===== src/rtl/advanced_counter_if.sv =====
// advanced_counter_if: groups the tile enable and the Tiny Tapeout style
// pin bundles (ui_in, uio_in, uo_out, uio_out, uio_oe) of advanced_counter.
// master = the side driving the inputs, slave = the counter itself.
interface advanced_counter_if;
  logic       ena;
  logic [7:0] ui_in;
  logic [7:0] uio_in;
  logic [7:0] uo_out;
  logic [7:0] uio_out;
  logic [7:0] uio_oe;

  modport master (
    output ena, ui_in, uio_in,
    input  uo_out, uio_out, uio_oe
  );

  modport slave (
    input  ena, ui_in, uio_in,
    output uo_out, uio_out, uio_oe
  );
endinterface


===== src/rtl/advanced_counter.sv =====
// advanced_counter: 8-bit programmable up/down counter with step 1/2/4/8,
// wrap or saturate on overflow, compare register with match flag and
// optional stop-on-match, and a sticky overflow flag.
// Optional macro ADVCNT_PRESCALER_EN adds a 2^PS prescaler on count steps;
// without it the count tick is always asserted and CFG[7:5] is inert.
module advanced_counter (
  input  logic                clk,
  input  logic                rst_n,
  advanced_counter_if.slave   bus
);

  logic [7:0] cnt_reg, cnt_next;
  logic [7:0] cmp_reg;
  logic [7:0] cfg_reg;
  logic       ovf_reg, ovf_next;

  logic [7:0] data;
  logic [1:0] op;
  logic       en, up;
  logic [1:0] stepx;
  logic       sat, stop;
  logic [7:0] step;
  logic [8:0] sum9, diff9;
  logic       hold, qual, tick, do_step;

  assign en    = bus.ui_in[0];
  assign up    = bus.ui_in[1];
  assign op    = bus.ui_in[3:2];
  assign data  = {bus.uio_in[3:0], bus.ui_in[7:4]};
  assign stepx = cfg_reg[1:0];
  assign sat   = cfg_reg[2];
  assign stop  = cfg_reg[3];
  assign step  = 8'd1 << stepx;
  assign sum9  = {1'b0, cnt_reg} + {1'b0, step};
  assign diff9 = {1'b0, cnt_reg} - {1'b0, step};

  // Stop-on-match freezes counting (and the prescaler) while CNT equals CMP.
  assign hold    = stop && (cnt_reg == cmp_reg);
  assign qual    = bus.ena && (op == 2'b00) && en && !hold;
  assign do_step = qual && tick;

`ifdef ADVCNT_PRESCALER_EN
  logic [6:0] pre_reg;
  logic [2:0] ps;
  logic [7:0] pre_top;

  assign ps      = cfg_reg[7:5];
  assign pre_top = (8'd1 << ps) - 8'd1;
  assign tick    = ({1'b0, pre_reg} == pre_top);

  // Prescaler: advances on qualifying count cycles, cleared by CNT/CFG loads.
  always_ff @(posedge clk) begin
    if (!rst_n) begin
      pre_reg <= 7'd0;
    end else if (bus.ena) begin
      if (op == 2'b01 || op == 2'b11) begin
        pre_reg <= 7'd0;
      end else if (qual) begin
        pre_reg <= tick ? 7'd0 : pre_reg + 7'd1;
      end
    end
  end

  logic unused_bits;
  assign unused_bits = ^bus.uio_in[7:4];
`else
  assign tick = 1'b1;

  logic unused_bits;
  assign unused_bits = ^{bus.uio_in[7:4], cfg_reg[7:4]};
`endif

  // Next counter value and overflow flag for load and count operations.
  always_comb begin
    cnt_next = cnt_reg;
    ovf_next = ovf_reg;
    if (op == 2'b01) begin
      cnt_next = data;
      ovf_next = 1'b0;
    end else if (do_step) begin
      if (up) begin
        if (sum9[8]) begin
          cnt_next = sat ? 8'hFF : sum9[7:0];
          ovf_next = 1'b1;
        end else begin
          cnt_next = sum9[7:0];
        end
      end else begin
        if (diff9[8]) begin
          cnt_next = sat ? 8'h00 : diff9[7:0];
          ovf_next = 1'b1;
        end else begin
          cnt_next = diff9[7:0];
        end
      end
    end
  end

  // Register bank; tile enable gates every update, reset overrides all.
  always_ff @(posedge clk) begin
    if (!rst_n) begin
      cnt_reg <= 8'h00;
      cmp_reg <= 8'hFF;
      cfg_reg <= 8'h00;
      ovf_reg <= 1'b0;
    end else if (bus.ena) begin
      cnt_reg <= cnt_next;
      ovf_reg <= ovf_next;
      if (op == 2'b10) cmp_reg <= data;
      if (op == 2'b11) cfg_reg <= data;
    end
  end

  assign bus.uo_out  = cnt_reg;
  assign bus.uio_out = {up, ovf_reg, (cnt_reg == 8'h00), (cnt_reg == cmp_reg), 4'h0};
  assign bus.uio_oe  = 8'hF0;

endmodule


===== src/flat_wrapper.sv =====
// flat-port wrapper written by rule: the top's interface ports become plain ports
module advanced_counter_flat 
  (clk, rst_n, bus_ena, bus_ui_in, bus_uio_in, bus_uo_out, bus_uio_out, bus_uio_oe);
  advanced_counter_if bus_i ();
  input  logic clk;
  input  logic rst_n;
  input wire logic [$bits(bus_i.ena)-1:0] bus_ena;
  input wire logic [$bits(bus_i.ui_in)-1:0] bus_ui_in;
  input wire logic [$bits(bus_i.uio_in)-1:0] bus_uio_in;
  output wire logic [$bits(bus_i.uo_out)-1:0] bus_uo_out;
  output wire logic [$bits(bus_i.uio_out)-1:0] bus_uio_out;
  output wire logic [$bits(bus_i.uio_oe)-1:0] bus_uio_oe;
  assign bus_i.ena = bus_ena;
  assign bus_i.ui_in = bus_ui_in;
  assign bus_i.uio_in = bus_uio_in;
  assign bus_uo_out = bus_i.uo_out;
  assign bus_uio_out = bus_i.uio_out;
  assign bus_uio_oe = bus_i.uio_oe;
  advanced_counter u_core (.clk(clk), .rst_n(rst_n), .bus(bus_i));
endmodule

===== config.mk =====
export PLATFORM = sky130hd
export DESIGN_NAME = advanced_counter_flat
export DESIGN_NICKNAME = d
export VERILOG_FILES = /design/src/rtl/advanced_counter_if.sv /design/src/rtl/advanced_counter.sv /design/src/flat_wrapper.sv
export SDC_FILE = /design/constraint.sdc
export NUM_CORES = 1
export LEC_CHECK = 0
export CORE_MARGIN = 2
export CORE_UTILIZATION = 50
export CTS_CLUSTER_DIAMETER = 40
export DETAILED_ROUTE_END_ITERATION = 10
export GPL_TIMING_DRIVEN = 0
export PLACE_DENSITY = 0.9
export SETUP_SLACK_MARGIN = 0.2
export SYNTH_ARGS = -nofsm -noshare
export SYNTH_HDL_FRONTEND = slang
export SYNTH_SLANG_ARGS = --single-unit
export TNS_END_PERCENT = 5

===== constraint.sdc =====
create_clock -name clk -period 3.1 [get_ports clk]
set_input_delay 0.62 -clock clk [delete_from_list [all_inputs] [get_ports clk]]
set_output_delay 0.62 -clock clk [all_outputs]
set_load 0.01 [all_outputs]

* After elaboration in Yosys (flattened, before gate mapping) *
Index checks and enable logic that the tools add are counted.

word-level totals
  bits in registers = 21
  output and inout port bits = 24
  word-level logic and storage cells = 37

operators by class
  add/sub/neg operators = 2
  equality and inequality tests = 5
  shift-type cells = 1
  multiplexer cells = 12
  reduce and logical (&&, ||, !) cells = 13

operators by type and width
  operator                                             count
  two-way mux 8 bit                                    7
  adder 8 x 8 -> 9 bit                                 1
  subtractor 8 x 8 -> 9 bit                            1
  equality test 8 bit                                  1
  zero test 8 bit                                      1
  left shift 1 x 2 -> 8 bit, first input constant      1
  AND reduction 2 bit                                  3
  two-way mux 1 bit                                    5
  equality test 2 bit, second input constant           2
  logical AND 1 bit                                    4
  AND reduction 4 bit                                  1
  != test 3 x 1 -> 1 bit, second input constant        1
  nonzero test 3 bit                                   1
  equality test 2 x 1 -> 1 bit, second input constant  1
  zero test 2 bit                                      1
  nonzero test 2 bit                                   1
  zero test 1 bit                                      1

* Depth between registers and ports, before layout *
Gate-level depths: netlist (run 1).

  word-level depth = 7
  gate-level depth with buffers = 9
  gate-level depth less buffers = 9

* Least setup slack after synthesis (run 1) *
OpenSTA, ideal clock, no wires.

  kind = flip-flop to flip-flop
  start point = register u_core.cfg_reg[0]
  end point = register u_core.ovf_reg
  arrival time = 2.154 ns
  path slack = 0.887 ns
  cell stages (with the launch flop) = 10
  path buffers = 0
  path through = dfxtp_1 > nor2_1 > ha_1 > inv_1 > fa_1 > nor3_1 > o31ai_1 > a2bb2oi_1 > a2111oi_0 > o211a_1

on the way
  word-level cells in the longest chain between the ends = 4

ends and longest elaborated chain
  what                                                                           RTL line                                        RTL
  start: declaration                                                             advanced_counter.sv:14                          logic [7:0] cfg_reg;
  start signal: assignment                                                       advanced_counter.sv:110                         if (op == 2'b11) cfg_reg <= data;
  left shift 1 x 2 -> 8 bit *                                                    advanced_counter.sv:33                          assign step = 8'd1 << stepx;
  adder 8 x 8 -> 9 bit / subtractor 8 x 8 -> 9 bit (equally long branches)       advanced_counter.sv:34, advanced_counter.sv:35
  != test 3 x 1 -> 1 bit (no line) / nonzero test 3 bit (equally long branches)  --
  AND reduction 4 bit (no line) *                                                --
  end signal: assignment                                                         advanced_counter.sv:108                         ovf_reg <= ovf_next;
  end: declaration                                                               advanced_counter.sv:15                          logic ovf_reg, ovf_next;

Every way passes the cells marked *; elsewhere a longest branch is shown, timed or not.
A chain may end at the register's enable or synchronous reset.

* Worst setup path in the final report (run 1) *
  start point = register u_core.cnt_reg[5] (netlist: u_core.bus.uo_out[5])
  end point = output port bus_uio_out[5]

on the way
  word-level cells in the longest chain between the ends = 1

ends and longest elaborated chain
  what                      RTL line                 RTL
  start: declaration        advanced_counter.sv:12   logic [7:0] cnt_reg, cnt_next;
  start signal: assignment  advanced_counter.sv:107  cnt_reg <= cnt_next;
  zero test 8 bit           advanced_counter.sv:115  assign bus.uio_out = {up, ovf_reg, (cnt_reg == 8'h00), (cnt_reg == cmp_reg), 4'h0};
  end: declaration          flat_wrapper.sv:11       output wire logic [$bits(bus_i.uio_out)-1:0] bus_uio_out;

Every way passes these cells.

==> qor.tcl, run 1 <==
set qor(run_status) {complete, no violations}
set qor(gp_congestion) 0.960
set qor(cts_sink_cnt) 21
set qor(synth_seq_cells) 21
set qor(critical_path_s_largest_stage_delay_ns) 0.57
set qor(post-cts-setup-buffer-count) 0
set qor(layout_worst_path_cycle_share_pct) 86.4
set qor(setup.worst_path.start_class) {register}
set qor(timing.max_cap.violations) 0
set qor(timing.slew.headroom_pct) 49.4
set qor(detail-route-antenna-nets) 0
set qor(pwr_density_cell_mw_per_mm2) 313
set qor(worstSetupEndpointType) {output pin}
set qor(crit_type) {register to output pin}
set qor(rsz0062_at_grt) {no}
set qor(ys_types) 50
set qor(drive_gt1_share_pct) 10.1
set qor(hold_path_class) {register to register}
set qor(peak_fanout_along_the_critical_path) 10
set qor(r2r-end) {u_core.bus.uo_out[0]}
set qor(max_clock_freq_mhz) 373
set qor(drt_wl_total_um) 4410
set qor(yosys_most_used_dff) {sky130_fd_sc_hd__dfxtp_1}
set qor(final-setup-viol-count) 0
set qor(post-synth-top-area-fraction_pct) 23.7
set qor(min_to) {u_core.cmp_reg[3]}
set qor(tightest_slew_ns) 0.750
set qor(htreeDepth) 1
set qor(clkLatencyLatePin_ns) 0.30
set qor(hold_buffers) 0
set qor(per_cell_routed_wire_length_um) 14.0
set qor(cts_root_buf) {sky130_fd_sc_hd__clkbuf_4}
set qor(r2r_cells) 9
set qor(ir_drop_v) 0.000150
set qor(async_flop_share_pct) 0
set qor(drtIter0Drc) 108
set qor(hold-path-cell-count) 2
set qor(worst_r2r_startpoint) {u_core.cfg_reg[0]}
set qor(grt_max_degree) 12
set qor(setup-tns-final_ns) 0
set qor(finalMaxSlewViolations) 0
set qor(track_usage_pct) 22.5
set qor(ctsLongestPathBuffers) 2
set qor(ys.warnings.count) 0
set qor(area_of_the_die_mm2) 0.00404
set qor(reg2reg_slack_ns) 0.44
set qor(globalRouteOverflowTotal) 0
set qor(arrival_time_reported_for_the_critical_path_endpoint_ns) 2.06
set qor(ys_seq_area_share_pct) 23.7
set qor(final_util_pct) 64.1
set qor(slowest_stage) {sky130_fd_sc_hd__clkdlybuf4s50_1}
set qor(clock-skew-final_ns) 0.00567
set qor(dr_total_vias) 1773
set qor(rows) 21
set qor(first_global_vias) 1529
set qor(diodes) 0
set qor(floorplan.initialDensity_pct) 52.7
set qor(synth_area_leader_cell) {sky130_fd_sc_hd__dfxtp_1}
set qor(clkTransAtPathRegs_ns) 0.11
set qor(port_buf_inserts) 26
set qor(cts_repair_resize_count) 0
set qor(floorplan.die.width_um) 63.5
set qor(cts-buffers-inserted) 3
set qor(hold_violations) 0
set qor(netlist_top_cells_area) {sky130_fd_sc_hd__dfxtp_1 (24%), sky130_fd_sc_hd__ha_1 (6.4%), sky130_fd_sc_hd__buf_4 (5.9%), sky130_fd_sc_hd__nand2_1 (4.9%), sky130_fd_sc_hd__xnor2_1 (4.0%)}
set qor(worst_path_cell_chain) {buf_2 > or3_1 > nor3_1 > clkdlybuf4s50_1}
set qor(floorplan.io_pins) 43
set qor(synth_cells) 228
set qor(syn-cell-area_mm2) 0.00177
set qor(total_leakage_power_nw) 0.940
set qor(dpl.hpwl_um) 3430
set qor(avgSynthCellArea_um2) 7.78
set qor(holdCritStartpoint) {u_core.cmp_reg[3]}
set qor(y_dimension_of_the_die_um) 63.5
set qor(number_of_antenna_violations_at_the_first_check_in_global_routing) 0
set qor(finalCriticalPeriod_ns) 2.68
set qor(synth_enable_flop_cells) 0
set qor(core_mm2) 0.00336
set qor(drt-pass1-iter-count) 4
set qor(nets) 299
set qor(areaGrowthSynthToFinish_pct) 21.5
set qor(grt_pass1_wl_um) 7180
set qor(critical_path_required_ns) 2.48
set qor(via_per_inst) 5.65
set qor(tritoncts) {done}
set qor(post-route-drc-count) 0
## layout by cell type (no fill, tap or decap), types with 2 or more instances in the layout
cell                              instances
sky130_fd_sc_hd__fa_1                     2
sky130_fd_sc_hd__ha_1                     9
sky130_fd_sc_hd__mux2i_1                  4
sky130_fd_sc_hd__conb_1                  12
sky130_fd_sc_hd__a221oi_1                 2
sky130_fd_sc_hd__or3_1                    2
sky130_fd_sc_hd__buf_4                   14
sky130_fd_sc_hd__a22oi_1                  6
sky130_fd_sc_hd__a31oi_1                  2
sky130_fd_sc_hd__nor4_1                   2
sky130_fd_sc_hd__a211oi_1                 3
sky130_fd_sc_hd__nand3_1                  9
sky130_fd_sc_hd__or2_2                    2
sky130_fd_sc_hd__buf_6                    3
sky130_fd_sc_hd__o21a_1                   2
sky130_fd_sc_hd__xor2_1                   4
sky130_fd_sc_hd__inv_1                   11
sky130_fd_sc_hd__nor2_1                  15
sky130_fd_sc_hd__nand2_1                 23
sky130_fd_sc_hd__dfxtp_1                 21
sky130_fd_sc_hd__nor2b_1                  6
sky130_fd_sc_hd__nor3_1                  10
sky130_fd_sc_hd__clkbuf_4                 3
sky130_fd_sc_hd__o21ai_0                 13
sky130_fd_sc_hd__o31a_1                   2
sky130_fd_sc_hd__nand2b_1                 3
sky130_fd_sc_hd__nand4_1                  3
sky130_fd_sc_hd__clkdlybuf4s50_1         26
sky130_fd_sc_hd__a311oi_1                 6
sky130_fd_sc_hd__xnor2_1                  8
sky130_fd_sc_hd__a21oi_1                  9
sky130_fd_sc_hd__clkbuf_1                 9
sky130_fd_sc_hd__o211ai_1                 2
sky130_fd_sc_hd__o211a_1                  2
## Yosys cell counts, types with 2 or more instances
cell / number
sky130_fd_sc_hd__nand4_1: 3
sky130_fd_sc_hd__nand2_1: 23
sky130_fd_sc_hd__nor3_1: 10
sky130_fd_sc_hd__o21ai_0: 13
sky130_fd_sc_hd__inv_1: 11
sky130_fd_sc_hd__nor2b_1: 6
sky130_fd_sc_hd__or2_2: 2
sky130_fd_sc_hd__nand3_1: 9
sky130_fd_sc_hd__mux2i_1: 4
sky130_fd_sc_hd__conb_1: 2
sky130_fd_sc_hd__buf_6: 3
sky130_fd_sc_hd__dfxtp_1: 21
sky130_fd_sc_hd__fa_1: 2
sky130_fd_sc_hd__a211oi_1: 3
sky130_fd_sc_hd__a21oi_1: 9
sky130_fd_sc_hd__buf_4: 14
sky130_fd_sc_hd__a31oi_1: 2
sky130_fd_sc_hd__ha_1: 9
sky130_fd_sc_hd__nand2b_1: 3
sky130_fd_sc_hd__nor2_1: 15
sky130_fd_sc_hd__nor4_1: 2
sky130_fd_sc_hd__o211a_1: 2
sky130_fd_sc_hd__o211ai_1: 2
sky130_fd_sc_hd__a22oi_1: 6
sky130_fd_sc_hd__o31a_1: 2
sky130_fd_sc_hd__xor2_1: 4
sky130_fd_sc_hd__a311oi_1: 6
sky130_fd_sc_hd__xnor2_1: 8
sky130_fd_sc_hd__o21a_1: 2
sky130_fd_sc_hd__clkbuf_1: 8
sky130_fd_sc_hd__a221oi_1: 2
sky130_fd_sc_hd__or3_1: 2
## area by class of cell
type,instances,area (um^2)
buffer,26,174
clock buffer,4,26.3
fill,327,1210
inverter,11,41.3
multi-input combinational,180,1170
sequential,21,420
tap,46,57.6
timing repair buffer,26,260
## routing by layer
metal / up-vias / GRT usage (%) / wire, um
li1: 874 / - / -
met1: 816 / 31.4 / 2020
met2: 75 / 34.9 / 2040
met3: 8 / 2.14 / 266
met4: 0 / 10.1 / 86
met5: - / 0 / 0
## worst max path at each step
stage	start	end
5_1_grt	u_core.cfg_reg[0]	u_core.bus.uo_out[5]
2_1_floorplan	u_core.cfg_reg[0]	u_core.ovf_reg
6_report	u_core.bus.uo_out[5]	bus_uio_out[5]
3_3_place_gp	bus_ui_in[2]	u_core.bus.uo_out[7]
4_1_cts	u_core.bus.uo_out[5]	bus_uio_out[5]
3_5_place_dp	bus_ui_in[2]	u_core.bus.uo_out[7]
## stage by stage
stage / hold WS, ns / total power [mW] / setup WS, ns / area (um^2) / instances
2_1_floorplan: 0.460 / 0.465 / 0.887 / 1810 / 238
3_3_place_gp: 0.468 / 0.540 / 0.433 / 2130 / 310
3_5_place_dp: 0.477 / 0.545 / 0.410 / 2130 / 310
4_1_cts: 0.492 / 0.675 / 0.411 / 2150 / 314
5_1_grt: 0.507 / 0.714 / 0.201 / 2150 / 314
6_report: 0.490 / 0.675 / 0.422 / 2150 / 314
## power by group
group	leakage, nW	total, mW	switching (mW)	internal (mW)
clock	0.0150	0.131	0.0811	0.0502
sequential	0.172	0.303	0.0192	0.284
combinational	0.753	0.240	0.124	0.117
## worst max-delay path: cells and delay by family (launching register included)
kind,cells,cell delay [ns]
flip-flops,1,0.35
AND/OR/NAND/NOR,2,0.65
buffers and inverters,2,0.75
## logic make-up (layout without fill, tap and decap cells)
group / Yosys count / in the layout / synth area share [%]
buffers and inverters: 37 / 67 / 12.1
and+or+nand+nor: 81 / 81 / 22.5
muxes: 4 / 4 / 2.26
AOI/OAI and AO/OA: 59 / 59 / 23.5
xor gates and xnor gates: 13 / 13 / 6.85
DFF: 21 / 21 / 23.7
other: 2 / 12 / 0.424
adders and majority gates: 11 / 11 / 8.61
Note: power is estimated with default switching activity, not from simulation.
==> run 2: changes to the inputs <==
CORE_MARGIN = 1.5   (was 2)
==> run 2 against run 1 <==
Compared with the run above: first-iteration DRC count rose by 7.4%; sequential power barely moved; global-route usage rose by 1.4 points; highest routed layer unchanged; routed wire length rose by 4.6%.
==> qor.tcl, run 2 (synthesized netlist as in run 1, its figures left out) <==
set qor(run_status) {complete, no violations} ;# unchanged
set qor(timing.max_cap.violations) 0 ;# unchanged
set qor(cts_root_buf) {sky130_fd_sc_hd__clkbuf_4} ;# unchanged
set qor(max_clock_freq_mhz) 370 ;# was 373 MHz
set qor(drive_gt1_share_pct) 10.8 ;# was 10.1%
set qor(nets) 299 ;# unchanged
set qor(hold_path_class) {register to register} ;# unchanged
set qor(ir_drop_v) 0.000157 ;# was 0.000150 V
set qor(mostFrequentLayoutCell) {sky130_fd_sc_hd__clkdlybuf4s50_1} ;# unchanged
set qor(worstSetupEndpointType) {output pin} ;# unchanged
set qor(timing.critical_path.buf_inv) 2 ;# unchanged
set qor(pwr_density_cell_mw_per_mm2) 315 ;# was 313 mW/mm^2
set qor(place_area_mm2) 0.00213 ;# unchanged
set qor(drt_wl_total_um) 4610 ;# was 4410 um
set qor(grt_pass1_wl_um) 7670 ;# was 7180 um
set qor(worst-path-stages) 4 ;# unchanged
set qor(place_ws_ns) 0.394 ;# was 0.410 ns
set qor(setup-tns-final_ns) 0 ;# unchanged
set qor(final.hold.worst_slack_ns) 0.489 ;# was 0.490 ns
set qor(worst_r2r_startpoint) {u_core.cfg_reg[0]} ;# unchanged
set qor(clock-skew-final_ns) 0.00165 ;# was 0.00567 ns
set qor(drtIter0Drc) 116 ;# was 108
set qor(layout_worst_path_cycle_share_pct) 87.3 ;# was 86.4%
set qor(ctsLongestPathBuffers) 2 ;# unchanged
set qor(floorplan.io_pins) 43 ;# unchanged
set qor(htreeDepth) 1 ;# unchanged
set qor(critical_path_required_ns) 2.48 ;# about the same
set qor(y_dimension_of_the_die_um) 62.5 ;# was 63.5 um
set qor(floorplan.initialDensity_pct) 52.7 ;# unchanged
set qor(post-cts-setup-buffer-count) 0 ;# unchanged
set qor(critical_path_s_largest_stage_delay_ns) 0.57 ;# about the same
set qor(r2r-end) {u_core.ovf_reg} ;# was u_core.bus.uo_out[0]
set qor(final-setup-viol-count) 0 ;# unchanged
set qor(finalCriticalPeriod_ns) 2.71 ;# was 2.68 ns
set qor(slowest_stage) {sky130_fd_sc_hd__clkdlybuf4s50_1} ;# unchanged
set qor(post-route-drc-count) 0 ;# unchanged
set qor(detail-route-antenna-nets) 0 ;# unchanged
set qor(hold_buffers) 0 ;# unchanged
set qor(min_to) {u_core.cmp_reg[3]} ;# unchanged
set qor(cts_sink_cnt) 21 ;# unchanged
set qor(total_leakage_power_nw) 0.947 ;# was 0.940 nW
set qor(holdCritStartpoint) {u_core.cmp_reg[3]} ;# unchanged
set qor(track_usage_pct) 23.9 ;# was 22.5%
set qor(drt-pass1-iter-count) 5 ;# was 4
set qor(via_per_inst) 5.72 ;# was 5.65
set qor(r2r_cells) 9 ;# unchanged
set qor(dpl.hpwl_um) 3560 ;# was 3430 um
set qor(globalRouteOverflowTotal) 0 ;# unchanged
set qor(number_of_antenna_violations_at_the_first_check_in_global_routing) 0 ;# unchanged
set qor(timing.slew.headroom_pct) 59.4 ;# was 49.4%
set qor(peak_fanout_along_the_critical_path) 10 ;# unchanged
set qor(diodes) 0 ;# unchanged
set qor(core_mm2) 0.00336 ;# unchanged
set qor(area_of_the_die_mm2) 0.00391 ;# was 0.00404 mm^2
set qor(hold_violations) 0 ;# unchanged
set qor(finalWorstSetupSlack_ns) 0.395 ;# was 0.422 ns
set qor(areaGrowthSynthToFinish_pct) 21.9 ;# was 21.5%
set qor(tritoncts) {done} ;# unchanged
set qor(rsz0062_at_grt) {no} ;# unchanged
set qor(rows) 21 ;# unchanged
set qor(mostFrequentLayoutCells) {sky130_fd_sc_hd__clkdlybuf4s50_1 (26), sky130_fd_sc_hd__nand2_1 (23), sky130_fd_sc_hd__dfxtp_1 (21)} ;# unchanged
set qor(floorplan.die.width_um) 62.5 ;# was 63.5 um
set qor(crit_type) {register to output pin} ;# unchanged
set qor(tightest_slew_ns) 0.599 ;# was 0.750 ns
set qor(arrival_time_reported_for_the_critical_path_endpoint_ns) 2.09 ;# was 2.06 ns
set qor(setup.worst_path.start_class) {register} ;# unchanged
set qor(dr_total_vias) 1797 ;# was 1773
set qor(clkLatencyLatePin_ns) 0.30 ;# about the same
set qor(gp_congestion) 0.928 ;# was 0.960
set qor(cp_delay_by_family_top) {buffers and inverters} ;# unchanged
set qor(cts-buffers-inserted) 3 ;# unchanged
set qor(clkTransAtPathRegs_ns) 0.12 ;# was 0.11 ns
set qor(grt_max_degree) 13 ;# was 12
set qor(port_buf_inserts) 26 ;# unchanged
set qor(per_cell_routed_wire_length_um) 14.7 ;# was 14.0 um
set qor(reg2reg_slack_ns) 0.42 ;# was 0.44 ns
set qor(worst_path_cell_chain) {buf_2 > or3_1 > nor3_1 > clkdlybuf4s50_1} ;# unchanged
set qor(first_global_vias) 1648 ;# was 1529
set qor(hold-path-cell-count) 2 ;# unchanged
set qor(finalMaxSlewViolations) 0 ;# unchanged
set qor(fin_area_mm2) 0.00216 ;# was 0.00215 mm^2
run 2: cell types whose count changed in the layout (fill, tap and decap cells not counted), sizes merged:
cell,before,now
clkinv,0,1
clkbuf,12,11
run 2: final cells by class:
| cell class | count | area (um^2) |
|---|---|---|
| Fill cell | 331 | 1200 |
| Multi-Input combinational cell | 180 | 1180 |
| Sequential cell | 21 | 420 |
| Timing Repair Buffer | 26 | 260 |
| Buffer | 26 | 174 |
| Tap cell | 46 | 57.6 |
| Inverter | 11 | 41.3 |
| Clock buffer | 3 | 22.5 |
| Clock inverter | 1 | 5.00 |
run 2: worst max-delay path by stage:
stage / start / endpoint / slack, ns
after CTS: u_core.bus.uo_out[5] / bus_uio_out[5] / 0.41
after global placement: bus_ui_in[2] / u_core.bus.uo_out[7] / 0.42
final: u_core.bus.uo_out[5] / bus_uio_out[5] / 0.39
after global routing: u_core.cfg_reg[0] / u_core.ovf_reg / 0.20
after floorplan: u_core.cfg_reg[0] / u_core.ovf_reg / 0.89
after detailed placement: bus_ui_in[2] / u_core.bus.uo_out[7] / 0.39
run 2: tightest hold or removal path, cell delays in order, from the launching register on:
cell and delay (ns):
sky130_fd_sc_hd__dfxtp_1 0.34, sky130_fd_sc_hd__nand2_1 0.05, sky130_fd_sc_hd__nand3_1 0.06
run 2: through the flow:
stage | instances | utilization (%) | power [mW]
after floorplan | 238 | - | 0.465
after global placement | 310 | 63.3 | 0.540
after detailed placement | 310 | 63.3 | 0.546
after CTS | 314 | 64.1 | 0.677
after global routing | 314 | 64.2 | 0.724
final | 314 | 64.2 | 0.680
run 2: timing repair:
action | CTS | global route
setup endpoints to repair | 0 | 3
endpoints found under the hold margin | 0 | 0
resized for setup | 0 | 2
run 2: power breakdown:
part	internal [mW]	total, mW	switching, mW
sequential	0.284	0.304	0.0196
combinational	0.117	0.244	0.127
clock	0.0482	0.132	0.0841
total	0.449	0.680	0.231
run 2: metal layers:
metal | up-vias | global-route usage [%] | wire length, um
met5 | - | 0 | 0
met4 | 0 | 10.8 | 126
li1 | 869 | - | -
met1 | 802 | 32.5 | 2020
met2 | 107 | 39.0 | 2110
met3 | 19 | 1.44 | 352
